--- config.mk ---
export PLATFORM = sky130hd
export DESIGN_NAME = drp_rmw_master_flat
export DESIGN_NICKNAME = d
export VERILOG_FILES = /design/src/rtl/drp_pkg.sv /design/src/rtl/drp_rmw_master_if.sv /design/src/rtl/drp_timeout_timer.sv /design/src/rtl/drp_rmw_master.sv /design/src/flat_wrapper.sv
export SDC_FILE = /design/constraint.sdc
export NUM_CORES = 1
export LEC_CHECK = 0
export CAP_MARGIN = 5
export CORE_ASPECT_RATIO = 1.25
export CORE_UTILIZATION = 48
export CTS_CLUSTER_SIZE = 16
export DETAILED_ROUTE_END_ITERATION = 10
export PLACE_DENSITY = 0.86
export SKIP_LAST_GASP = 1
export SYNTH_ARGS = -nofsm -noshare
export SYNTH_HDL_FRONTEND = slang
export SYNTH_SLANG_ARGS = --single-unit
--- constraint.sdc ---
create_clock -name clk -period 3.95 [get_ports clk]
set_input_delay 0.9875 -clock clk [delete_from_list [all_inputs] [get_ports clk]]
set_output_delay 0.9875 -clock clk [all_outputs]
set_load 0.05 [all_outputs]
--- src/rtl/drp_pkg.sv ---
// Shared types and constants for the DRP read-modify-write master.
package drp_pkg;

   localparam int unsigned DRP_DATA_W = 16;
   localparam logic [DRP_DATA_W-1:0] DRP_FULL_MASK = 16'hFFFF;

   typedef enum logic [2:0] {
      IDLE    = 3'd0,
      RD_EN   = 3'd1,
      RD_WAIT = 3'd2,
      WR_EN   = 3'd3,
      WR_WAIT = 3'd4,
      RESP    = 3'd5
   } drp_state_e;

   // Bits set in mask come from new data, the rest keep the register's value.
   function automatic logic [DRP_DATA_W-1:0] drp_merge(input logic [DRP_DATA_W-1:0] rd,
                                                       input logic [DRP_DATA_W-1:0] wd,
                                                       input logic [DRP_DATA_W-1:0] mask);
      return (rd & ~mask) | (wd & mask);
   endfunction

endpackage

--- src/rtl/drp_rmw_master_if.sv ---
// Request/response and DRP port bundle; master is the initiator, slave its environment.
interface drp_rmw_master_if
   import drp_pkg::*;
#(
   parameter int unsigned ADDR_W = 9
) ();

   logic                  req_valid;
   logic                  req_ready;
   logic                  req_write;
   logic [ADDR_W-1:0]     req_addr;
   logic [DRP_DATA_W-1:0] req_wdata;
   logic [DRP_DATA_W-1:0] req_wmask;

   logic                  rsp_valid;
   logic                  rsp_ready;
   logic [DRP_DATA_W-1:0] rsp_rdata;
   logic                  rsp_err;

   logic                  drp_en;
   logic                  drp_we;
   logic [ADDR_W-1:0]     drp_addr;
   logic [DRP_DATA_W-1:0] drp_di;
   logic [DRP_DATA_W-1:0] drp_do;
   logic                  drp_rdy;

   modport master (
      input  req_valid, req_write, req_addr, req_wdata, req_wmask,
      output req_ready,
      output rsp_valid, rsp_rdata, rsp_err,
      input  rsp_ready,
      output drp_en, drp_we, drp_addr, drp_di,
      input  drp_do, drp_rdy
   );

   modport slave (
      output req_valid, req_write, req_addr, req_wdata, req_wmask,
      input  req_ready,
      input  rsp_valid, rsp_rdata, rsp_err,
      output rsp_ready,
      input  drp_en, drp_we, drp_addr, drp_di,
      output drp_do, drp_rdy
   );

endinterface

--- src/rtl/drp_timeout_timer.sv ---
// Wait-state timeout counter: cleared on each strobe, counts cycles without drp_rdy,
// and flags the cycle in which the count reaches TIMEOUT_CYCLES.
module drp_timeout_timer #(
   parameter int unsigned TIMEOUT_CYCLES = 64
) (
   input  logic clk,
   input  logic rst,
   input  logic clr_i,
   input  logic en_i,
   output logic expired_c_o
);

   localparam int unsigned CNT_W = 16;
   localparam logic [CNT_W-1:0] LAST_CNT = CNT_W'(TIMEOUT_CYCLES - 1);

   logic [CNT_W-1:0] cnt_q;
   logic [CNT_W-1:0] cnt_d;

   always_comb begin
      cnt_d = cnt_q;
      if (clr_i) begin
         cnt_d = '0;
      end else if (en_i && (cnt_q != LAST_CNT)) begin
         cnt_d = cnt_q + CNT_W'(1);
      end
   end

   always_ff @(posedge clk or posedge rst) begin
      if (rst) begin
         cnt_q <= '0;
      end else begin
         cnt_q <= cnt_d;
      end
   end

   assign expired_c_o = en_i && (cnt_q == LAST_CNT);

endmodule

--- src/rtl/drp_rmw_master.sv ---
// DRP initiator serialising read / write / masked-write requests onto the DRP handshake.
// Define DRP_RMW_EN to perform hardware read-modify-write for partial write masks.
module drp_rmw_master
   import drp_pkg::*;
#(
   parameter int unsigned ADDR_W         = 9,
   parameter int unsigned TIMEOUT_CYCLES = 64
) (
   input  logic              clk,
   input  logic              rst,
   drp_rmw_master_if.master  bus
);

   drp_state_e            state_q, state_d;
   logic [ADDR_W-1:0]     addr_q, addr_d;
   logic [DRP_DATA_W-1:0] di_q, di_d;
   logic [DRP_DATA_W-1:0] rdata_q, rdata_d;
   logic                  err_q, err_d;
   logic                  drp_en_q, drp_en_d;
   logic                  drp_we_q, drp_we_d;
   logic                  req_ready_q, req_ready_d;
   logic                  rsp_valid_q, rsp_valid_d;
   logic                  tmr_clr_c;
   logic                  tmr_en_c;
   logic                  tmr_exp_c;

`ifdef DRP_RMW_EN
   logic [DRP_DATA_W-1:0] wdata_q, wdata_d;
   logic [DRP_DATA_W-1:0] mask_q, mask_d;
   logic                  rmw_q, rmw_d;
`else
   logic                  unused_wmask;
   assign unused_wmask = ^bus.req_wmask;
`endif

   drp_timeout_timer #(
      .TIMEOUT_CYCLES (TIMEOUT_CYCLES)
   ) u_timer (
      .clk         (clk),
      .rst         (rst),
      .clr_i       (tmr_clr_c),
      .en_i        (tmr_en_c),
      .expired_c_o (tmr_exp_c)
   );

   // Next state, datapath updates and registered output values.
   always_comb begin
      state_d   = state_q;
      addr_d    = addr_q;
      di_d      = di_q;
      rdata_d   = rdata_q;
      err_d     = err_q;
      tmr_clr_c = 1'b0;
      tmr_en_c  = 1'b0;
`ifdef DRP_RMW_EN
      wdata_d   = wdata_q;
      mask_d    = mask_q;
      rmw_d     = rmw_q;
`endif

      unique case (state_q)
         IDLE: begin
            if (bus.req_valid && req_ready_q) begin
               addr_d  = bus.req_addr;
               di_d    = bus.req_wdata;
               rdata_d = '0;
               err_d   = 1'b0;
`ifdef DRP_RMW_EN
               wdata_d = bus.req_wdata;
               mask_d  = bus.req_wmask;
               rmw_d   = bus.req_write && (bus.req_wmask != DRP_FULL_MASK);
               state_d = (bus.req_write && !rmw_d) ? WR_EN : RD_EN;
`else
               state_d = bus.req_write ? WR_EN : RD_EN;
`endif
            end
         end
         RD_EN: begin
            tmr_clr_c = 1'b1;
            state_d   = RD_WAIT;
         end
         RD_WAIT: begin
            tmr_en_c = !bus.drp_rdy;
            if (bus.drp_rdy) begin
               rdata_d = bus.drp_do;
               state_d = RESP;
`ifdef DRP_RMW_EN
               // Mask 0 degenerates to a plain read: nothing to write back.
               if (rmw_q && (mask_q != '0)) begin
                  di_d    = drp_merge(bus.drp_do, wdata_q, mask_q);
                  state_d = WR_EN;
               end
`endif
            end else if (tmr_exp_c) begin
               err_d   = 1'b1;
               state_d = RESP;
            end
         end
         WR_EN: begin
            tmr_clr_c = 1'b1;
            state_d   = WR_WAIT;
         end
         WR_WAIT: begin
            tmr_en_c = !bus.drp_rdy;
            if (bus.drp_rdy) begin
               state_d = RESP;
            end else if (tmr_exp_c) begin
               err_d   = 1'b1;
               state_d = RESP;
            end
         end
         RESP: begin
            if (bus.rsp_ready) begin
               state_d = IDLE;
            end
         end
         default: begin
            state_d = IDLE;
         end
      endcase

      drp_en_d    = (state_d == RD_EN) || (state_d == WR_EN);
      drp_we_d    = (state_d == WR_EN);
      req_ready_d = (state_d == IDLE);
      rsp_valid_d = (state_d == RESP);
   end

   always_ff @(posedge clk or posedge rst) begin
      if (rst) begin
         state_q     <= IDLE;
         addr_q      <= '0;
         di_q        <= '0;
         rdata_q     <= '0;
         err_q       <= 1'b0;
         drp_en_q    <= 1'b0;
         drp_we_q    <= 1'b0;
         req_ready_q <= 1'b0;
         rsp_valid_q <= 1'b0;
      end else begin
         state_q     <= state_d;
         addr_q      <= addr_d;
         di_q        <= di_d;
         rdata_q     <= rdata_d;
         err_q       <= err_d;
         drp_en_q    <= drp_en_d;
         drp_we_q    <= drp_we_d;
         req_ready_q <= req_ready_d;
         rsp_valid_q <= rsp_valid_d;
      end
   end

`ifdef DRP_RMW_EN
   always_ff @(posedge clk or posedge rst) begin
      if (rst) begin
         wdata_q <= '0;
         mask_q  <= '0;
         rmw_q   <= 1'b0;
      end else begin
         wdata_q <= wdata_d;
         mask_q  <= mask_d;
         rmw_q   <= rmw_d;
      end
   end
`endif

   assign bus.req_ready = req_ready_q;
   assign bus.rsp_valid = rsp_valid_q;
   assign bus.rsp_rdata = rdata_q;
   assign bus.rsp_err   = err_q;
   assign bus.drp_en    = drp_en_q;
   assign bus.drp_we    = drp_we_q;
   assign bus.drp_addr  = addr_q;
   assign bus.drp_di    = di_q;

endmodule

--- src/flat_wrapper.sv ---
// flat-port wrapper written by rule: the top's interface ports become plain ports
module drp_rmw_master_flat import drp_pkg::*;
#(
   parameter int unsigned ADDR_W         = 9,
   parameter int unsigned TIMEOUT_CYCLES = 64
)
  (clk, rst, bus_req_valid, bus_req_write, bus_req_addr, bus_req_wdata, bus_req_wmask, bus_req_ready, bus_rsp_valid, bus_rsp_rdata, bus_rsp_err, bus_rsp_ready, bus_drp_en, bus_drp_we, bus_drp_addr, bus_drp_di, bus_drp_do, bus_drp_rdy);
  drp_rmw_master_if #(.ADDR_W(ADDR_W)) bus_i ();
  input  logic clk;
  input  logic rst;
  input wire logic [$bits(bus_i.req_valid)-1:0] bus_req_valid;
  input wire logic [$bits(bus_i.req_write)-1:0] bus_req_write;
  input wire logic [$bits(bus_i.req_addr)-1:0] bus_req_addr;
  input wire logic [$bits(bus_i.req_wdata)-1:0] bus_req_wdata;
  input wire logic [$bits(bus_i.req_wmask)-1:0] bus_req_wmask;
  output wire logic [$bits(bus_i.req_ready)-1:0] bus_req_ready;
  output wire logic [$bits(bus_i.rsp_valid)-1:0] bus_rsp_valid;
  output wire logic [$bits(bus_i.rsp_rdata)-1:0] bus_rsp_rdata;
  output wire logic [$bits(bus_i.rsp_err)-1:0] bus_rsp_err;
  input wire logic [$bits(bus_i.rsp_ready)-1:0] bus_rsp_ready;
  output wire logic [$bits(bus_i.drp_en)-1:0] bus_drp_en;
  output wire logic [$bits(bus_i.drp_we)-1:0] bus_drp_we;
  output wire logic [$bits(bus_i.drp_addr)-1:0] bus_drp_addr;
  output wire logic [$bits(bus_i.drp_di)-1:0] bus_drp_di;
  input wire logic [$bits(bus_i.drp_do)-1:0] bus_drp_do;
  input wire logic [$bits(bus_i.drp_rdy)-1:0] bus_drp_rdy;
  assign bus_i.req_valid = bus_req_valid;
  assign bus_i.req_write = bus_req_write;
  assign bus_i.req_addr = bus_req_addr;
  assign bus_i.req_wdata = bus_req_wdata;
  assign bus_i.req_wmask = bus_req_wmask;
  assign bus_req_ready = bus_i.req_ready;
  assign bus_rsp_valid = bus_i.rsp_valid;
  assign bus_rsp_rdata = bus_i.rsp_rdata;
  assign bus_rsp_err = bus_i.rsp_err;
  assign bus_i.rsp_ready = bus_rsp_ready;
  assign bus_drp_en = bus_i.drp_en;
  assign bus_drp_we = bus_i.drp_we;
  assign bus_drp_addr = bus_i.drp_addr;
  assign bus_drp_di = bus_i.drp_di;
  assign bus_i.drp_do = bus_drp_do;
  assign bus_i.drp_rdy = bus_drp_rdy;
  drp_rmw_master #(.ADDR_W(ADDR_W), .TIMEOUT_CYCLES(TIMEOUT_CYCLES)) u_core (.clk(clk), .rst(rst), .bus(bus_i));
endmodule
; Word-level counts from Yosys, hierarchy flattened
; Index checks and enable logic that the tools add are counted.
[word_totals]
reg_bits = 65
out_inout_bits = 46
word_cells = 57
input_bits = 63
[op_classes]
n_mux = 17
eq_ne = 14
addsub = 1
n_reduce_logical = 15
[op_table]
columns = op, count
row1 = $mux 16, 4
row2 = $pmux 16 s2, 1
row3 = $add 16x1->16 const B, 1
row4 = $eq 16x6->1 const B, 1
row5 = $ne 16x6->1 const B, 1
row6 = $pmux 3 s5, 1
row7 = $mux 3, 4
row8 = $eq 3x2->1 const B, 3
row9 = $eq 3x3->1 const B, 3
row10 = $eq 3x1->1 const B, 2
row11 = $logic_not 3->1, 2
row12 = $reduce_bool 2->1, 3
row13 = $mux 1, 5
row14 = $ne 2x1->1 const B, 2
row15 = $ne 2x2->1 const B, 2
row16 = $reduce_and 4->1, 1
row17 = $reduce_or 2->1, 2
row18 = $logic_and 1x1->1, 3
row19 = $reduce_and 3->1, 1
row20 = $mux 2, 1
row21 = $pmux 1 s2, 1
row22 = $reduce_and 2->1, 1
row23 = $logic_not 1->1, 1
row24 = $logic_or 1x1->1, 1

; Depth between registers and ports, before layout
; Gate-level depths: netlist of run 1.
[depth]
depth_word = 9
mapped_depth = 6

; By module
; From an unflattened synthesis of run 1, not the netlist that was laid out.
[hier_totals]
cells_unflattened = 252
area_unflattened_um2 = 2912.8
[modules_own_cells]
columns = mod, instances, area_each_um2, cells_per_inst
row1 = drp_rmw_master, 1, 2021.9, 160
row2 = drp_timeout_timer, 1, 890.9, 92

; Worst setup path after synthesis of run 1
; OpenSTA, ideal clock, no wires.
[synth_timing]
path_kind = input to register
startpoint = in bus_drp_rdy
endpoint = reg u_core.u_timer.cnt_q[5]
path_stages = 4
setup_time_ns = 0.120
n_path_buf = 0
required_ns = 3.830
arrival_time_ns = 1.841
path_slack_ns = 1.988
cell_sequence = or2_1 -> nor3_4 -> a31oi_1 -> a41o_1
[synth_via]
elab_chain_len = 4
[synth_lines]
columns = element, line_no
row1 = from (decl), flat_wrapper.sv:26  ; input wire logic [$bits(bus_i.drp_rdy)-1:0] bus_drp_rdy;
row2 = $logic_not 1->1, "drp_rmw_master.sv:83, drp_rmw_master.sv:104"
row3 = $mux 1, -
row4 = $logic_and 1x1->1, drp_timeout_timer.sv:23  ; end else if (en_i && (cnt_q != LAST_CNT)) begin
row5 = $reduce_bool 2->1 (no line), -
row6 = to (signal assigned), drp_timeout_timer.sv:32  ; cnt_q <= cnt_d;
row7 = to (decl), drp_timeout_timer.sv:16  ; logic [CNT_W-1:0] cnt_q;
; No other way between the ends.
; A chain may end at the register's enable or synchronous reset.

; Worst setup path after layout of run 1
[layout_timing]
startpoint = reg u_core.state_q[1]
endpoint = reg u_core.rdata_q[10] (netlist: u_core.bus.rsp_rdata[10])
[layout_via]
elab_chain_len = 3
word_cells_on_any_way = 7
classes_between = eq/ne: 3 / mux: 1 / reduce/logical: 3
[layout_lines]
columns = element, line_no
row1 = from (decl), drp_rmw_master.sv:14  ; drp_state_e state_q, state_d;
row2 = from (signal assigned), drp_rmw_master.sv:140  ; state_q <= state_d;
row3 = $eq 3x2->1 / $logic_not 3->1 (equally long branches), drp_rmw_master.sv:61  ; unique case (state_q)
row4 = $ne 2x2->1 (no line) (tied with other cells), -
row5 = $reduce_and 3->1 (no line), -
row6 = to (signal assigned), drp_rmw_master.sv:143  ; rdata_q <= rdata_d;
row7 = to (decl), drp_rmw_master.sv:17  ; logic [DRP_DATA_W-1:0] rdata_q, rdata_d;
; Several ways; a longest one is shown, not always the timed one.

==> results_dict.tcl, run 1 <==
set metrics [dict create \
    status "finished, final reports clean" \
    finalWirelength_um 6340 \
    path_cells "nor3b_4 > a22o_1 > nand3_1 > o21ai_0" \
    combPwrFrac_pct 54.1 \
    synthSimpleGateAreaFrac_pct 18.7 \
    p_clk_share_pct 14.0 \
    route.met3.wl_um 371 \
    max_freq_ghz 0.396 \
    p_seq_share_pct 32.0 \
    die_w_um 72.2 \
    worst_hold_path_type "reg2reg" \
    layout_min_cycle_time_ns 2.53 \
    synth_mux_area_share_pct 11.9 \
    synth_area_leaders "dfrtp_1 55%, mux2_2 7.2%, nand3_1 4.1%, mux2i_1 2.4%, inv_1 2.3%" \
    cts_made_buffers 9 \
    yosysSeqAreaShare_pct 55.0 \
    fin_nets 413 \
    hpwl_um 4520 \
    vias_per_cell 5.21 \
    crit_fanout 32 \
    placed_cells 420 \
    multi_input_area_sq_um 1180 \
    critPathArrivalTime_ns 2.76 \
    slowest_stage "a22o_1" \
    fill_cells 455 \
    cts_resized 0 \
    grt_antenna_before_repair 0 \
    rsz0062_at_grt "no" \
    place_congestion 0.810 \
    synth_compound_area_share_pct 8.21 \
    fin_setup_tns_ns 0 \
    cts_root_buf "clkbuf_8" \
    cts_tree "done" \
    drive_gt1_share_pct 12.4 \
    cts_setup_buffers 0 \
    clock_path_buffers 2 \
    route.met2.wl_um 3310 \
    portBuffers 92 \
    die-area_sq_um 6480 \
    synth_top_area_cell "dfrtp_1" \
    startpoint_type "flop" \
    slew_viol_final 0 \
    netlist_instances 258 \
    cts.sinks 65 \
    clkSlewWorstSetupHoldPaths_ns 0.07 \
    overflow 0 \
    synth_top_area_share_pct 55.0 \
    yosys_register_bits 65 \
    routed-via-count 2271 \
    firstDrtPassIters 4 \
    routed.top_layer "met4" \
    drc_errors 0 \
    ctsHoldBuffers 0 \
    setup_ws_ns 1.42 \
    synth_edf_count 0 \
    switchingPower_mw 1.55 \
    required_ns 4.19 \
    tightest_slew_ns 0.973 \
    io_pins 109 \
    yosys_warnings 0 \
    ys.flop_type "dfrtp_1" \
    first_global_vias 2314 \
    cp_top_family "compound AO/OA/AOI/OAI gates" \
    area_growth_pct 37.5 \
    finalCritPeriodShare_pct 63.9 \
    max-cap-violations 0 \
    path_buf_inv 0 \
    relSlewSlack_pct 35.2 \
    cp_slowest_stage_delay_ns 0.89 \
    synth_cell_type_count 46 \
    p_per_area_nw_per_um2 815 \
    drtAntennaViolNets 0 \
    p_sw_share_pct 46.6 \
    met1_length_um 2530 \
    diodes 0 \
    cellLeakagePower_nw 1.72 \
    fin_cells 436 \
    register_area_sq_um 1630 \
    crit_path_end_kind "flop" \
    syn_area_sq_um 2960 \
    grt_pass1_wl_um 11000 \
    worst_hold_slack_ns 0.492 \
    synth_xor_area_share_pct 0.592 \
    drt_iter0_drc 126 \
    cts.htree.levels 3 \
    async_flop_share_pct 100 \
    coreArea_sq_um 5860 \
    rows 31 \
    grt_max_degree 66 \
    finalHoldViolCount 0 \
    power_mw 3.31 \
    setup_violations 0 \
    grt_usage_pct 21.8 \
    fin_skew_ns 0.00856 \
    place_ws_ns 1.16 \
    syn_nets 322 \
    ir_drop_uv 552 \
    intPower_mw 1.77 \
    die_y_um 89.7 \
    avgSynthCellArea_sq_um 11.5 \
    crit_type "reg2reg" \
    clkLatencyLatePin_ns 0.33 \
    synth_top_family_by_area "simple AND/OR/NAND/NOR gates" \
    avgRoutedWirePerCell_um 14.5 \
    yosys.area_share.adder_pct 0.423 \
    initial_core_util_pct 50.5 \
]
[kinds of logic after synthesis]
group           after synthesis
fa+ha+maj                     1
simple gates                 86
buf+inv                      32
compound gates               40
xor+xnor                      2
mux                          32
flops                        65
[worst paths after layout]
kind,slack [ns],startpoint,end,cells past startpoint
min reg2reg,0.49,u_core.bus.drp_addr[1]$_DFFE_PP0P_,u_core.bus.drp_addr[1]$_DFFE_PP0P_,1
max reg2reg,1.42,u_core.state_q[1]$_DFF_PP0_,u_core.bus.rsp_rdata[10]$_DFFE_PP0P_,4
max in group asynchronous,2.24,rst,u_core.u_timer.cnt_q[10]$_DFFE_PP0P_,3
min in group asynchronous,1.19,rst,u_core.bus.drp_di[10]$_DFFE_PP0P_,3
min,0.49,u_core.bus.drp_addr[1]$_DFFE_PP0P_,u_core.bus.drp_addr[1]$_DFFE_PP0P_,1
max,1.42,u_core.state_q[1]$_DFF_PP0_,u_core.bus.rsp_rdata[10]$_DFFE_PP0P_,4
[per-layer routing]
metal	track usage (%)	up-vias
li1	-	1098
met1	26.0	1091
met2	36.0	71
met3	6.73	11
met4	8.66	0
met5	0	-
[cell usage in the layout, fill, tap and decap left out, types with 2 or more instances in the layout]
master and count:
clkdlybuf4s50_1 92, clkbuf_8 9, nor2_1 10, buf_4 2
dfrtp_1 65, o21ai_0 13, mux2_2 19, nand3_1 24
inv_1 17, nand2_1 13, clkbuf_1 4, a41o_1 3
and4_1 3, clkinv_2 2, and3_1 3, nor4_2 3
o31ai_1 2, mux2i_1 7, mux2_1 6, or2_1 3
a21oi_1 7, nand4_1 6, o21ai_1 6, nand2b_1 6
or4_1 2, a31oi_1 3, and2_1 3
[per-stage QoR]
stage | util, % | cell area [sq um]
finish | 69.4 | 4070
detailed placement | 66.7 | 3910
global route | 69.4 | 4070
global placement | 66.7 | 3910
CTS | 69.4 | 4070
floorplan | - | 2960
[power by group through the flow]
| stage | logic (mW) | registers [mW] | clock network (mW) |
|---|---|---|---|
| 2_1_floorplan | 0.485 | 1.81 | 0 |
| 3_3_place_gp | 1.77 | 1.06 | 0 |
| 3_5_place_dp | 1.80 | 1.07 | 0 |
| 4_1_cts | 1.81 | 1.06 | 0.475 |
| 5_1_grt | 1.88 | 1.09 | 0.506 |
| 6_report | 1.79 | 1.06 | 0.463 |
[layout make-up]
| cell class | count | area share (%) |
|---|---|---|
| Clock buffer | 13 | 3.42 |
| Clock inverter | 3 | 0.431 |
| Inverter | 18 | 1.66 |
| Multi-Input combinational cell | 161 | 28.9 |
| Sequential cell | 65 | 40.0 |
| Tap cell | 82 | 2.52 |
| Timing Repair Buffer | 94 | 23.0 |
[registers in the layout, indices dropped and copies added (netlist names)]
register              cells
u_core.bus.drp_di        16
u_core.bus.rsp_rdata     16
u_core.u_timer.cnt_q     16
u_core.bus.drp_addr       9
u_core.state_q            3
u_core.bus.drp_en         1
u_core.bus.drp_we         1
u_core.bus.req_ready      1
u_core.bus.rsp_err        1
u_core.bus.rsp_valid      1
[synthesized netlist by cell type (2+ instances only)]
cell / instances
buf_2: 6
or4_1: 2
mux2_2: 19
o21ai_0: 13
inv_1: 18
buf_4: 3
nand2_1: 13
dfrtp_1: 65
a31oi_1: 3
mux2_1: 6
mux2i_1: 7
clkbuf_1: 2
or2_1: 3
nor4_2: 3
buf_6: 2
a41o_1: 3
nand3_1: 24
nand2b_1: 6
nand4_1: 6
and4_1: 3
o31ai_1: 2
and3_1: 3
o21ai_1: 6
and2_1: 3
a21oi_1: 7
nor2_1: 10
[worst reg2reg max path: stages (launching register included)]
cell and delay [ns]:
dfrtp_1 0.54, nor3b_4 0.72, a22o_1 0.89, nand3_1 0.17, o21ai_0 0.12
Power figures use the tool's default switching activity.
==> run 2: changes to the inputs <==
CORE_UTILIZATION = 40   (was 48)
PLACE_DENSITY = 0.76   (was 0.86)
clock period = 2.3 ns   (was 3.95 ns; I/O delays follow)
==> results_dict.tcl, run 2 (synthesis gave the netlist of run 1 again) <==
set metrics [dict create \
    clock_path_buffers 2 \
    cts_made_buffers 9 \
    die_y_um 98.1 \
    grt_max_degree 37 \
    drt_iter0_drc 105 \
    critPathArrivalTime_ns 1.53 \
    max-cap-violations 0 \
    vias_per_cell 5.18 \
    drtAntennaViolNets 0 \
    ir_drop_uv 892 \
    path_buf_inv 1 \
    final_cell_area_sq_um 4220 \
    layout_commonest_cell "clkdlybuf4s50_1" \
    cts_tree "done" \
    cellLeakagePower_nw 1.80 \
    firstDrtPassIters 4 \
    cts_root_buf "clkbuf_8" \
    fill_cells 620 \
    crit_type "reg2out" \
    clkSlewWorstSetupHoldPaths_ns 0.07 \
    r2r_end "u_core.bus.req_ready$_DFF_PP0_" \
    io_pins 109 \
    overflow 0 \
    worst_hold_path_type "reg2reg" \
    hold_depth 1 \
    layout_common_cells "92 x clkdlybuf4s50_1, 65 x dfrtp_1, 24 x nand3_1" \
    hpwl_um 4870 \
    first_global_vias 2425 \
    setup_violations 0 \
    finalCritPeriodShare_pct 91.5 \
    startpoint_type "flop" \
    finalWirelength_um 6780 \
    rows 34 \
    grt_usage_pct 18.8 \
    status "finished, final reports clean" \
    slew_viol_final 0 \
    avgRoutedWirePerCell_um 15.1 \
    fin_nets 419 \
    cts.htree.levels 3 \
    path_cells "clkdlybuf4s50_1" \
    grt_antenna_before_repair 0 \
    required_ns 1.73 \
    portBuffers 92 \
    max_freq_ghz 0.475 \
    die_w_um 78.9 \
    finalHoldViolCount 0 \
    drc_errors 0 \
    regToRegStartpoint "u_core.u_timer.cnt_q[7]$_DFFE_PP0P_" \
    crit_path_end_kind "output pin" \
    whs_endpoint "u_core.bus.drp_addr[3]$_DFFE_PP0P_" \
    cts_setup_buffers 0 \
    coreArea_sq_um 7060 \
    fin_setup_tns_ns 0 \
    slowest_stage "clkdlybuf4s50_1" \
    area_growth_pct 42.7 \
    die-area_sq_um 7740 \
    fin_cells 450 \
    relSlewSlack_pct 59.9 \
    tightest_slew_ns 0.600 \
    clkLatencyLatePin_ns 0.34 \
    diodes 0 \
    holdCritStartpoint "u_core.bus.drp_addr[3]$_DFFE_PP0P_" \
    cp_slowest_stage_delay_ns 0.81 \
    utilization_pct 59.8 \
    rsz0062_at_grt "no" \
    reg2reg_depth 4 \
    routed-via-count 2329 \
    crit_fanout 2 \
    power_mw 6.13 \
    place_area_sq_um 3980 \
    layout_min_cycle_time_ns 2.10 \
    placed_cells 434 \
    cts_resized 0 \
    fin_skew_ns 0.00935 \
    drive_gt1_share_pct 14.7 \
    place_congestion 0.818 \
    initial_core_util_pct 41.9 \
    cp_top_family "buffers and inverters" \
    reg2reg_slack_ns 0.35 \
    ctsHoldBuffers 0 \
    cts.sinks 65 \
    grt_pass1_wl_um 11200 \
    p_per_area_nw_per_um2 1450 \
]
==> run 2: cell types whose count changed in the layout (fill, tap and decap cells not counted), sizes merged <==
cell and delta:
buf +6, bufinv +3, clkbuf -2, clkinv -1
==> run 2: stage by stage <==
stage	setup slack (ns)	hold WS, ns
5_1_grt	0.147	0.513
3_3_place_gp	0.178	0.470
4_1_cts	0.180	0.500
3_5_place_dp	0.144	0.479
2_1_floorplan	0.0985	0.468
6_report	0.196	0.494
==> run 2: how the worst max path moves through the flow <==
stage / depth (start not counted) / startpoint / end
2_1_floorplan: 1 / rst / u_core.bus.drp_addr[0]$_DFFE_PP0P_
3_3_place_gp: 5 / bus_drp_rdy / u_core.u_timer.cnt_q[11]$_DFFE_PP0P_
3_5_place_dp: 5 / bus_drp_rdy / u_core.u_timer.cnt_q[9]$_DFFE_PP0P_
4_1_cts: 1 / u_core.bus.rsp_rdata[7]$_DFFE_PP0P_ / bus_rsp_rdata[7]
5_1_grt: 1 / u_core.bus.rsp_rdata[7]$_DFFE_PP0P_ / bus_rsp_rdata[7]
6_report: 1 / u_core.bus.rsp_rdata[6]$_DFFE_PP0P_ / bus_rsp_rdata[6]
==> run 2: cell type report <==
type / instances / area, sq um / share of cell area, %
repair buffers: 100 / 993 / 23.5
inverters: 18 / 67.6 / 1.60
clock inverters: 5 / 103 / 2.43
well taps: 90 / 113 / 2.67
multi-input cells: 161 / 1180 / 27.9
clock buffers: 11 / 141 / 3.35
flip-flops and latches: 65 / 1630 / 38.5
==> run 2: routing by layer <==
metal	part of all wire, %	global-route usage [%]	vias to the layer above
li1	-	-	1103
met1	41	22.2	1130
met2	50	31.4	81
met3	6.5	5.33	15
met4	2.6	8.81	0
met5	0	0	-
==> run 2: worst register-to-register path: cells and delay by family (launching register included) <==
kind	cells	cell delay [ns]
compound gates	1	0.37
flops	1	0.43
simple gates	3	1.05
==> run 2: report_power, final <==
group | switching [mW] | internal [mW]
registers | 0.267 | 1.56
logic | 1.98 | 1.13
clock network | 0.439 | 0.748
==> patch 1, RTL diff (flow settings as in run 2) <==
Encoding of `drp_state_e`: now one-hot (6 bits for 6 states).
--- a/src/rtl/drp_pkg.sv
+++ b/src/rtl/drp_pkg.sv
@@ -6,9 +6,9 @@
 
-   typedef enum logic [2:0] {
-      IDLE    = 3'd0,
-      RD_EN   = 3'd1,
-      RD_WAIT = 3'd2,
-      WR_EN   = 3'd3,
-      WR_WAIT = 3'd4,
-      RESP    = 3'd5
+   typedef enum logic [5:0] {
+      IDLE    = 6'b000001,
+      RD_EN   = 6'b000010,
+      RD_WAIT = 6'b000100,
+      WR_EN   = 6'b001000,
+      WR_WAIT = 6'b010000,
+      RESP    = 6'b100000
    } drp_state_e;
Check against the original RTL: no difference found for any inputs over 10 cycles, from zero or initial values and one cycle with rst high; not proved beyond that.
==> patch 1 against run 2 <==
- final area rose by 2.5%
- combinational power down 21%
- highest routed layer unchanged
- power decreased by 14%
- sequential share of layout area is 0.81 points higher
- area after synthesis increased by 2.0%
- routed wire length rose by 7.8%
- worst setup slack got worse by 0.049 ns
- sequential cell count grew 3
==> patch 1: results (changes against run 2) <==
| Metric | Value |
|---|---|
| Post-DP HPWL | `5195 um (was 4872 um)` |
| Slew Limit Headroom | `63.22% (was 59.94%)` |
| Peak VDD IR | `0.8976 mV (was 0.8918 mV)` |
| Post-Route Skew | `0.01209 ns (was 0.009350 ns)` |
| Pin count of the biggest net entering global routing | `43 (was 37)` |
| FF-to-FF setup slack | `0.16 ns (was 0.35 ns)` |
| Weighted congestion reported at the end of routability-driven placement | `0.7885 (was 0.8182)` |
| Starting DRT DRC Count | `100 (was 105)` |
| Sequential element share of the synthesized area | `56.47% (was 55.01%)` |
| R2r startpoint | `u_core.state_q[3] (was u_core.u_timer.cnt_q[7])` |
| Min Hold Slack | `0.4883 ns (was 0.4935 ns)` |
| Root cell of the clock tree | `clkbuf_8 (unchanged)` |
| Count of placed standard cells in the final layout, fillers left out | `477 (was 450)` |
| Commonest cells post-synth | `dfrtp_1, nand2_1, mux2_2, o21ai_0, a21oi_1 (was dfrtp_1, nand3_1, mux2_2, inv_1)` |
| Number of nets at the end of the flow | `444 (was 419)` |
| Count of inserted antenna diode cells | `0 (unchanged)` |
| Total routing usage reported by global routing | `20.53% (was 18.81%)` |
| Number of synthesis warnings | `0 (unchanged)` |
| Run status | `completed (unchanged)` |
| Total number of vias | `2534 (was 2329)` |
| Wire length of the first global-routing pass | `12430 um (was 11200 um)` |
| Reg2Reg Depth | `4 (unchanged)` |
| DP Worst Slack | `-0.4489 ns (was 0.1442 ns)` |
| Maximum cell stage delay along the critical path | `0.83 ns (was 0.81 ns)` |
| Synth Net Count | `344 (was 322)` |
| Number of cells produced by synthesis | `280 (was 258)` |
| Final Worst Setup Slack | `0.1469 ns (was 0.1956 ns)` |
| Fillers | `642 (was 620)` |
| Detail-routed net length per standard cell | `15.32 um (was 15.06 um)` |
| Number of distinct library cell variants in the gate-level netlist after synthesis | `36 (was 46)` |
| Worst endpoint data arrival time | `1.58 ns (was 1.53 ns)` |
| Leading cell types by total area after synthesis | `dfrtp_1, mux2_2, nand2_1 (was dfrtp_1, mux2_2, nand3_1)` |
| Terminus of the critical flop-to-flop path | `u_core.u_timer.cnt_q[9] (was u_core.bus.req_ready)` |
| Via count of the first global-routing pass | `2636 (was 2425)` |
| Min-Delay Path Class | `in2async (was reg2reg)` |
| Total leakage power | `1.744 nW (was 1.799 nW)` |
| Critical-path maximum fanout | `5 (was 2)` |
| Fraction of final layout cells with drive strength greater than 1 | `16.36% (was 14.72%)` |
| Placed Instances | `461 (was 434)` |
| Post-CTS Setup Bufs | `0 (unchanged)` |
-- patch 1: per-layer routing --
| metal | GRT usage (%) | up-vias | part of all wire (%) |
|---|---|---|---|
| met2 | 33.79 | 72 | 50 |
| li1 | - | 1221 | - |
| met4 | 7.972 | 0 | 1.3 |
| met3 | 7.593 | 10 | 7.4 |
| met5 | 0 | - | 0 |
| met1 | 24.04 | 1231 | 41 |
-- patch 1: cells by family after synthesis --
family                   synth area share [%]
AND/OR/NAND/NOR                         18.09
adder cells (fa/ha/maj)                0.4149
AO/OA/AOI/OAI                           10.87
buffers and inverters                   2.904
flip-flops                              56.47
multiplexers                            10.37
XOR/XNOR                               0.8715
-- patch 1: stage by stage --
| step | instance area [um2] | utilization [%] |
|---|---|---|
| final | 4328 | 58.83 |
| after global routing | 4328 | 58.83 |
| after CTS | 4308 | 58.55 |
| after detailed placement | 4108 | 55.83 |
| after global placement | 4108 | 55.83 |
| after floorplan | 3015 | - |
-- patch 1: final cells by class --
cell class,count,area share [%]
Multi-Input combinational cell,191,28.77
Timing Repair Buffer,105,24.17
Tap cell,92,2.660
Clock inverter,6,1.677
Inverter,5,0.4337
Clock buffer,10,2.949
Sequential cell,68,39.35
-- patch 1: worst max-delay path by stage --
stage	startpoint	endpoint	cells past startpoint
final	u_core.bus.req_ready	bus_req_ready	1
after global routing	u_core.bus.req_ready	bus_req_ready	1
after CTS	bus_drp_rdy	u_core.u_timer.cnt_q[9]	5
after detailed placement	bus_drp_rdy	u_core.u_timer.cnt_q[9]	5
after global placement	bus_drp_rdy	u_core.u_timer.cnt_q[9]	5
after floorplan	rst	u_core.bus.drp_addr[0]	1
-- patch 1: where the power goes --
| group | internal [mW] | switching (mW) |
|---|---|---|
| Clock | 0.512 | 0.489 |
| Sequential | 1.55 | 0.252 |
| Combinational | 0.955 | 1.50 |
==> patch 2, RTL diff (config.mk and constraints of run 2) <==
Without the edit above. Change the package constant `DRP_DATA_W` from 16 to 32.
--- a/src/rtl/drp_pkg.sv
+++ b/src/rtl/drp_pkg.sv
@@ -3,3 +3,3 @@
 
-   localparam int unsigned DRP_DATA_W = 16;
+   localparam int unsigned DRP_DATA_W = 32;
    localparam logic [DRP_DATA_W-1:0] DRP_FULL_MASK = 16'hFFFF;
Ports: changed (5 resized); port bits go from 109 to 189. The function was not compared with the original's and may differ.
==> patch 2 against run 2 <==
- routed wire length is 47% higher
- core utilization up 3.3 points
- register-to-register slack got worse by 0.05 ns
- power grew 55%
- via count increased by 42%
- final area is 46% higher
- sequential share of layout area increased by 0.91 points
- combinational power increased by 67%
- worst setup slack got worse by 0.0082 ns
- area after synthesis up 38%
- global-route usage up 1.1 points
- sequential cell count up 32
- maximum frequency down 0.39%
- largest cell class unchanged
==> patch 2: results (changes against run 2) <==
| Metric | Value |
|---|---|
| Run status | `completed (unchanged)` |
| Number of distinct library cell variants in the gate-level netlist after synthesis | `40 (was 46)` |
| Routed wire length on met2 | `5059 um (was 3402 um)` |
| Number of signal-net buffers in the layout | `166 (was 100)` |
| Multi-input logic portion of the cell area | `23.39% (was 27.87%)` |
| Clk network pwr share | `16.0% (was 19.4%)` |
| Starting DRT DRC Count | `140 (was 105)` |
| Met3 usage in global routing | `5.820% (was 5.327%)` |
| DP Worst Slack | `-0.01324 ns (was 0.1442 ns)` |
| Synth Net Count | `468 (was 322)` |
| Sequential element share of the synthesized area | `59.49% (was 55.01%)` |
| Post-Route Skew | `0.005293 ns (was 0.009350 ns)` |
| Overall routed net length | `9937 um (was 6779 um)` |
| Cell area after placement | `5844 um2 (was 3976 um2)` |
| Leading cell types by total area after synthesis | `dfrtp_1, mux2_2, nand3_1 (unchanged)` |
| Wire length of the first global-routing pass | `16440 um (was 11200 um)` |
| Highest clock rate | `0.4733 GHz (was 0.4752 GHz)` |
| Critical Path End | `bus_drp_di[19] (was bus_rsp_rdata[6])` |
| Fillers | `808 (was 620)` |
| Maximum cell stage delay along the critical path | `0.83 ns (was 0.81 ns)` |
| Met3 wire len | `608 um (was 438 um)` |
| Via count of the first global-routing pass | `3427 (was 2425)` |
| Area growth syn-to-layout | `50.78% (was 42.74%)` |
| Count of placed standard cells in the final layout, fillers left out | `644 (was 450)` |
| FF-to-FF setup slack | `0.30 ns (was 0.35 ns)` |
| Clk cell area share | `4.983% (was 5.781%)` |
| Synth Area in Compound Gates | `9.660% (was 8.210%)` |
| Mux contribution to synthesized area | `11.56% (was 11.89%)` |
| Synthesized cell area | `4080 um2 (was 2957 um2)` |
| Total routing usage reported by global routing | `19.94% (was 18.81%)` |
| Number of cells produced by synthesis | `356 (was 258)` |
[patch 2: changes by cell type in the layout (fill, tap and decap cells not counted), sizes merged, moves of 7 or more]
cell	before	now
clkdlybuf4s50	92	156
dfrtp	65	97
inv	18	35
mux2	25	41
nand3	24	40
o21ai	19	36
or4	2	9
[patch 2: how the worst min path moves through the flow]
stage / start / end / slack [ns] / cells past startpoint
after floorplan: u_core.u_timer.cnt_q[4] / u_core.u_timer.cnt_q[4] / 0.46 / 1
after global placement: u_core.u_timer.cnt_q[4] / u_core.u_timer.cnt_q[4] / 0.48 / 1
after detailed placement: u_core.bus.drp_di[25] / u_core.bus.drp_di[25] / 0.49 / 1
after CTS: u_core.u_timer.cnt_q[4] / u_core.u_timer.cnt_q[4] / 0.50 / 1
after global routing: u_core.u_timer.cnt_q[4] / u_core.u_timer.cnt_q[4] / 0.52 / 1
final: u_core.u_timer.cnt_q[4] / u_core.u_timer.cnt_q[4] / 0.49 / 1
